## src/rtl/jtbubl_sndcomm.sv

```systemverilog
// Main/sound CPU mailbox: command and reply latches with pending flags,
// plus a gated, fixed-length NMI pulse generator for the sound CPU.
module jtbubl_sndcomm #(
  parameter int   NMI_LEN   = 48,
  parameter logic PEND_INIT = 1'b0
) (
  input  logic       clk24,
  input  logic       rst,
  input  logic       main_latch_we,
  input  logic       main_reply_rd,
  input  logic [7:0] main_dout,
  output logic [7:0] main_din,
  output logic [7:0] main_status,
  input  logic       snd_latch_rd,
  input  logic       snd_reply_we,
  input  logic [7:0] snd_dout,
  input  logic       snd_nmi_en_we,
  input  logic       snd_nmi_dis_we,
  output logic [7:0] snd_latch,
  output logic       snd_nmi_n,
  output logic       cmd_pend,
  output logic       reply_pend
);

  typedef enum logic [1:0] {
    IDLE,
    PULSE,
    GAP
  } state_t;

  localparam logic [7:0] CNT_LOAD = 8'(NMI_LEN - 1);

  logic [5:0] prev;
  logic [5:0] strb;
  logic [5:0] edg;
  logic       cmd_we_e;
  logic       cmd_rd_e;
  logic       rep_we_e;
  logic       rep_rd_e;
  logic       en_e;
  logic       dis_e;

  logic       nmi_en;
  logic       nmi_req;
  logic       go;
  state_t     state;
  logic [7:0] cnt;

  assign strb = {main_latch_we, snd_latch_rd, snd_reply_we,
                 main_reply_rd, snd_nmi_en_we, snd_nmi_dis_we};
  assign edg  = strb & ~prev;

  assign cmd_we_e = edg[5];
  assign cmd_rd_e = edg[4];
  assign rep_we_e = edg[3];
  assign rep_rd_e = edg[2];
  assign en_e     = edg[1];
  assign dis_e    = edg[0];

  // A new pulse may start from IDLE, or straight out of the gap cycle
  assign go = nmi_req && nmi_en && (state != PULSE);

  assign main_status = {6'b0, reply_pend, cmd_pend};

  // Strobe history, latches, pending flags and NMI enable
  always_ff @(posedge clk24) begin
    if (rst) begin
      prev       <= '0;
      snd_latch  <= '0;
      main_din   <= '0;
      cmd_pend   <= PEND_INIT;
      reply_pend <= PEND_INIT;
      nmi_en     <= 1'b0;
    end else begin
      prev <= strb;
      if (cmd_we_e) begin
        snd_latch <= main_dout;
        cmd_pend  <= 1'b1;
      end else if (cmd_rd_e) begin
        cmd_pend  <= 1'b0;
      end
      if (rep_we_e) begin
        main_din   <= snd_dout;
        reply_pend <= 1'b1;
      end else if (rep_rd_e) begin
        reply_pend <= 1'b0;
      end
      if (dis_e)
        nmi_en <= 1'b0;
      else if (en_e)
        nmi_en <= 1'b1;
    end
  end

  // NMI request queue and pulse sequencer; a fresh write re-arms
  // the request even in the cycle a pulse starts
  always_ff @(posedge clk24) begin
    if (rst) begin
      nmi_req   <= 1'b0;
      state     <= IDLE;
      cnt       <= '0;
      snd_nmi_n <= 1'b1;
    end else begin
      if (cmd_we_e)
        nmi_req <= 1'b1;
      else if (go)
        nmi_req <= 1'b0;
      unique case (state)
        IDLE: begin
          if (go) begin
            state     <= PULSE;
            cnt       <= CNT_LOAD;
            snd_nmi_n <= 1'b0;
          end
        end
        PULSE: begin
          if (cnt == 8'd0) begin
            state     <= GAP;
            snd_nmi_n <= 1'b1;
          end else begin
            cnt <= cnt - 8'd1;
          end
        end
        GAP: begin
          if (go) begin
            state     <= PULSE;
            cnt       <= CNT_LOAD;
            snd_nmi_n <= 1'b0;
          end else begin
            state <= IDLE;
          end
        end
        default: begin
          state     <= IDLE;
          snd_nmi_n <= 1'b1;
        end
      endcase
    end
  end

endmodule

```

## config.mk

```make
export PLATFORM = sky130hd
export DESIGN_NAME = jtbubl_sndcomm
export DESIGN_NICKNAME = d
export VERILOG_FILES = /design/src/rtl/jtbubl_sndcomm.sv
export SDC_FILE = /design/constraint.sdc
export NUM_CORES = 1
export LEC_CHECK = 0
export CORE_ASPECT_RATIO = 0.7
export CORE_MARGIN = 2
export CORE_UTILIZATION = 45
export DETAILED_ROUTE_END_ITERATION = 12
export PLACE_DENSITY = 0.77
export SYNTH_ARGS = -nofsm -noshare
export SYNTH_HDL_FRONTEND = slang
export SYNTH_SLANG_ARGS = --single-unit
```

## constraint.sdc

```tcl
create_clock -name clk24 -period 3.6 [get_ports clk24]
set_input_delay 0.72 -clock clk24 [delete_from_list [all_inputs] [get_ports clk24]]
set_output_delay 0.72 -clock clk24 [all_outputs]
set_load 0.05 [all_outputs]
```

==> flow_summary_export.csv <==
group,metric,value,unit
setup_path,worst-path-buf-inv,1,
logic_synthesis,synth-seq-area-share,50.6,%
logic_synthesis,syn_avg_cell_area,8.52,um2
grt,globalRouteTotalUtil,17.3,%
power_and_ir_drop,power_switching_share,27.0,%
place,dp_hpwl,2150,um
routing,vias,1254,
setup_path,crit_path_end_kind,"output port",
power_and_ir_drop,power_frac_comb,18.9,%
logic_synthesis,ys_ff_latch,37,
sta,timing.slew.headroom,61.9,%
power_and_ir_drop,power_density,501,mW/mm2
setup_path,crit_type,"reg2out",
final_layout,final_util,64.1,%
clock_network,path_clk_slew,0.07,ns
clock_network,postCtsSetupBuffers,0,
grt,antenna_found_initial,0,
clock_network,htreeDepth,2,
final_layout,multi_input_area,627,um2
clock_network,cts_buffer_depth,2,
routing,routed_via_density,4.98,
final_layout,num_antenna_cells,0,
logic_synthesis,yosys.area_share.simple,23.0,%
clock_network,worstSkewPairLatency,0.29,ns
clock_network,cts-root-buf,"clkbuf_8",
power_and_ir_drop,seqPwrFrac,44.7,%
logic_synthesis,synth_compound_area_share,15.2,%
setup_path,max_stage_delay,0.81,ns
place,dp_worst_setup_slack,1.52,ns
logic_synthesis,synth_top_cell_by_area,"dfxtp_1",
sta,setup_tns,0,ns
clock_network,cts_tree,"done",
setup_path,path_max_fanout,2,
routing,met3_length,250,um
grt,grt_pass1_wl,4840,um
die,dieWidth,72.2,um
logic_synthesis,synthCells,172,
power_and_ir_drop,p_leak,0.781,nW
routing,top_layer,"met4",
logic_synthesis,synthAdderAreaFrac,1.71,%
clock_network,cts_resized,0,
routing,wl_per_cell,11.6,um
die,die_h,51.7,um
logic_synthesis,synth_top_family_by_area,"simple AND/OR/NAND/NOR gates",
power_and_ir_drop,power.internal,0.733,mW
setup_path,cp_top_family,"buffers and inverters",
status,status,"complete, no violations",
logic_synthesis,synth_area_leaders,"dfxtp_1 51%, nand2_1 9.2%, a21oi_1 7.9%, buf_4 4.1%, nor2b_1 3.0%",
setup_path,slowest_stage,"clkdlybuf4s50_1",
grt,grt_pass1_vias,1112,
die,ioPinCount,51,
logic_synthesis,netlist_area,0.00147,mm2
routing,drc,0,
sta,period_minus_slack,2.17,ns
clock_network,cts-buffers-inserted,5,
sta,worst_pin_slew,0.570,ns
die,die-area,0.00374,mm2
logic_synthesis,synth_top_cell_area_share,50.6,%
routing,met2WireLength,1370,um
logic_synthesis,ys_types,27,
final_layout,regArea,741,um2
sta,setup_violations,0,
sta,rsz0062_at_grt,"false",
final_layout,nets,239,
place,port_buffers,44,
die,core_area,0.00313,mm2
grt,grt-ovfl-total,0,
logic_synthesis,muxShareOfSynthArea,0.769,%
sta,finalHoldViolations,0,
logic_synthesis,yosysWarnings,0,
sta,max_freq,461,MHz
sta,drv_slew,0,
routing,ant_nets,0,
power_and_ir_drop,irDropWorstVdd,0.295,mV
setup_path,crit_chain,"clkdlybuf4s50_1",
routing,dr.pass1.iters,5,
routing,wl_met1,1250,um
setup_path,required,2.88,ns
sta,hold_ws,0.456,ns
run,cap_violations,0,
grt,grt_start_max_net_pins,36,
sta,finClkSkew,0.00346,ns
routing,drtIter0Drc,34,
routing,drt_wl_total,2910,um
power_and_ir_drop,power,1.00,mW
die,start_util,46.9,%
power_and_ir_drop,p_clk_share,36.4,%
clock_network,clock_sinks,37,
power_and_ir_drop,switching_power,0.272,mW
setup_path,cp-start-kind,"flop",
final_layout,syn2layout_area_growth,36.9,%
logic_synthesis,synth-xor-area-share,0.598,%
sta,finalCritPeriodShare,60.2,%
final_layout,fillerInstances,269,
clock_network,cts_hold_buf,0,
final_layout,drive_gt1_share,6.07,%
hold_path,worstHoldPathType,"reg2reg",
setup_path,critPathArrivalTime,1.45,ns
sta,setup_slack,1.43,ns
place,place_congestion,0.822,
die,row_count,17,
==> cell usage after synthesis <==
library cell / instances
dfxtp_1: 37
nand2_1: 36
a21oi_1: 23
buf_4: 8
clkbuf_1: 8
inv_1: 7
nor2b_1: 7
nor3_1: 7
nor2_1: 6
o21ai_0: 6
a211oi_1: 3
nand2b_1: 3
or3_1: 3
a21boi_1: 2
a311oi_1: 2
and3_1: 2
ha_1: 2
a21boi_2: 1
a32o_2: 1
conb_1: 1
mux2_2: 1
nand3b_1: 1
nor3b_1: 1
nor4_1: 1
nor4_4: 1
or3_2: 1
xnor2_1: 1
==> per-stage QoR <==
step / area, um2 / cells
floorplan: 1480 / 177
global placement: 1890 / 244
detailed placement: 1890 / 244
CTS: 2010 / 252
global route: 2010 / 252
finish: 2010 / 252
==> final cells by class <==
type                       count  share of cell area (%)
timing repair buffer          45                    22.3
tap                           38                    2.37
clock buffer                   7                    4.30
multi-input combinational    117                    31.3
sequential                    37                    36.9
inverter                       7                    1.31
clock inverter                 1                    1.50
==> per-layer routing <==
layer  global-route usage [%]  up-vias
met3                     8.14        5
met1                     18.7      563
met4                     8.18        0
met2                     28.7       48
li1                         -      638
met5                        0        -
==> worst reg2reg max path: cells and delay by family (launching register included) <==
family | cells | cell delay (ns)
AOI/OAI and AO/OA | 2 | 0.47
adders and majority gates | 1 | 0.19
buffers and inverters | 1 | 0.10
and+or+nand+nor | 2 | 0.54
DFF | 1 | 0.37
==> power groups by stage <==
stage          Clock [mW]  Sequential [mW]  Combinational (mW)
2_1_floorplan           0            0.496              0.0931
3_3_place_gp            0            0.457               0.187
3_5_place_dp            0            0.458               0.191
4_1_cts             0.374            0.449               0.191
5_1_grt             0.394            0.452               0.206
6_report            0.366            0.449               0.190
==> state kept, by name, summed over array words and instances (netlist names) <==
| name | flops |
|---|---|
| prev | 6 |
| cnt | 8 |
| nmi_req | 1 |
| main_din | 8 |
| snd_latch | 8 |
| reply_pend | 1 |
| state | 2 |
| snd_nmi_n | 1 |
| nmi_en | 1 |
| cmd_pend | 1 |
==> worst paths after layout <==
kind,start,to,slack [ns],cells after the start
worst min-delay path,snd_latch[5],snd_latch[5],0.46,2
worst max-delay path,snd_latch[7],snd_latch[7],1.43,1
worst max register to register,cnt[0],cnt[4],1.86,6
worst min register to register,snd_latch[5],snd_latch[5],0.46,2
==> cell usage in the layout, fill, tap and decap left out, drive strengths merged <==
master	Yosys	routed
a211oi	3	3
and3	2	2
inv	7	7
buf	8	1
ha	2	2
nand2b	3	3
a21boi	3	3
a21oi	23	23
nor2b	7	7
a32o	1	1
clkdlybuf4s50	0	44
clkbuf	8	7
nor3	7	7
nor4	2	2
nor3b	1	1
nand2	36	36
bufinv	0	1
nor2	6	6
mux2	1	1
o21ai	6	6
xnor2	1	1
conb	1	6
a311oi	2	2
or3	4	4
dfxtp	37	37
nand3b	1	1
==> cell families (layout without fill, tap and decap cells) <==
logic type	after synthesis	in the layout
simple gates	69	69
compound gates	38	38
flops	37	37
buf+inv	23	60
fa+ha+maj	2	2
other cells	1	6
xor+xnor	1	1
mux	1	1
No activity file was read; power rests on OpenSTA's default activity.
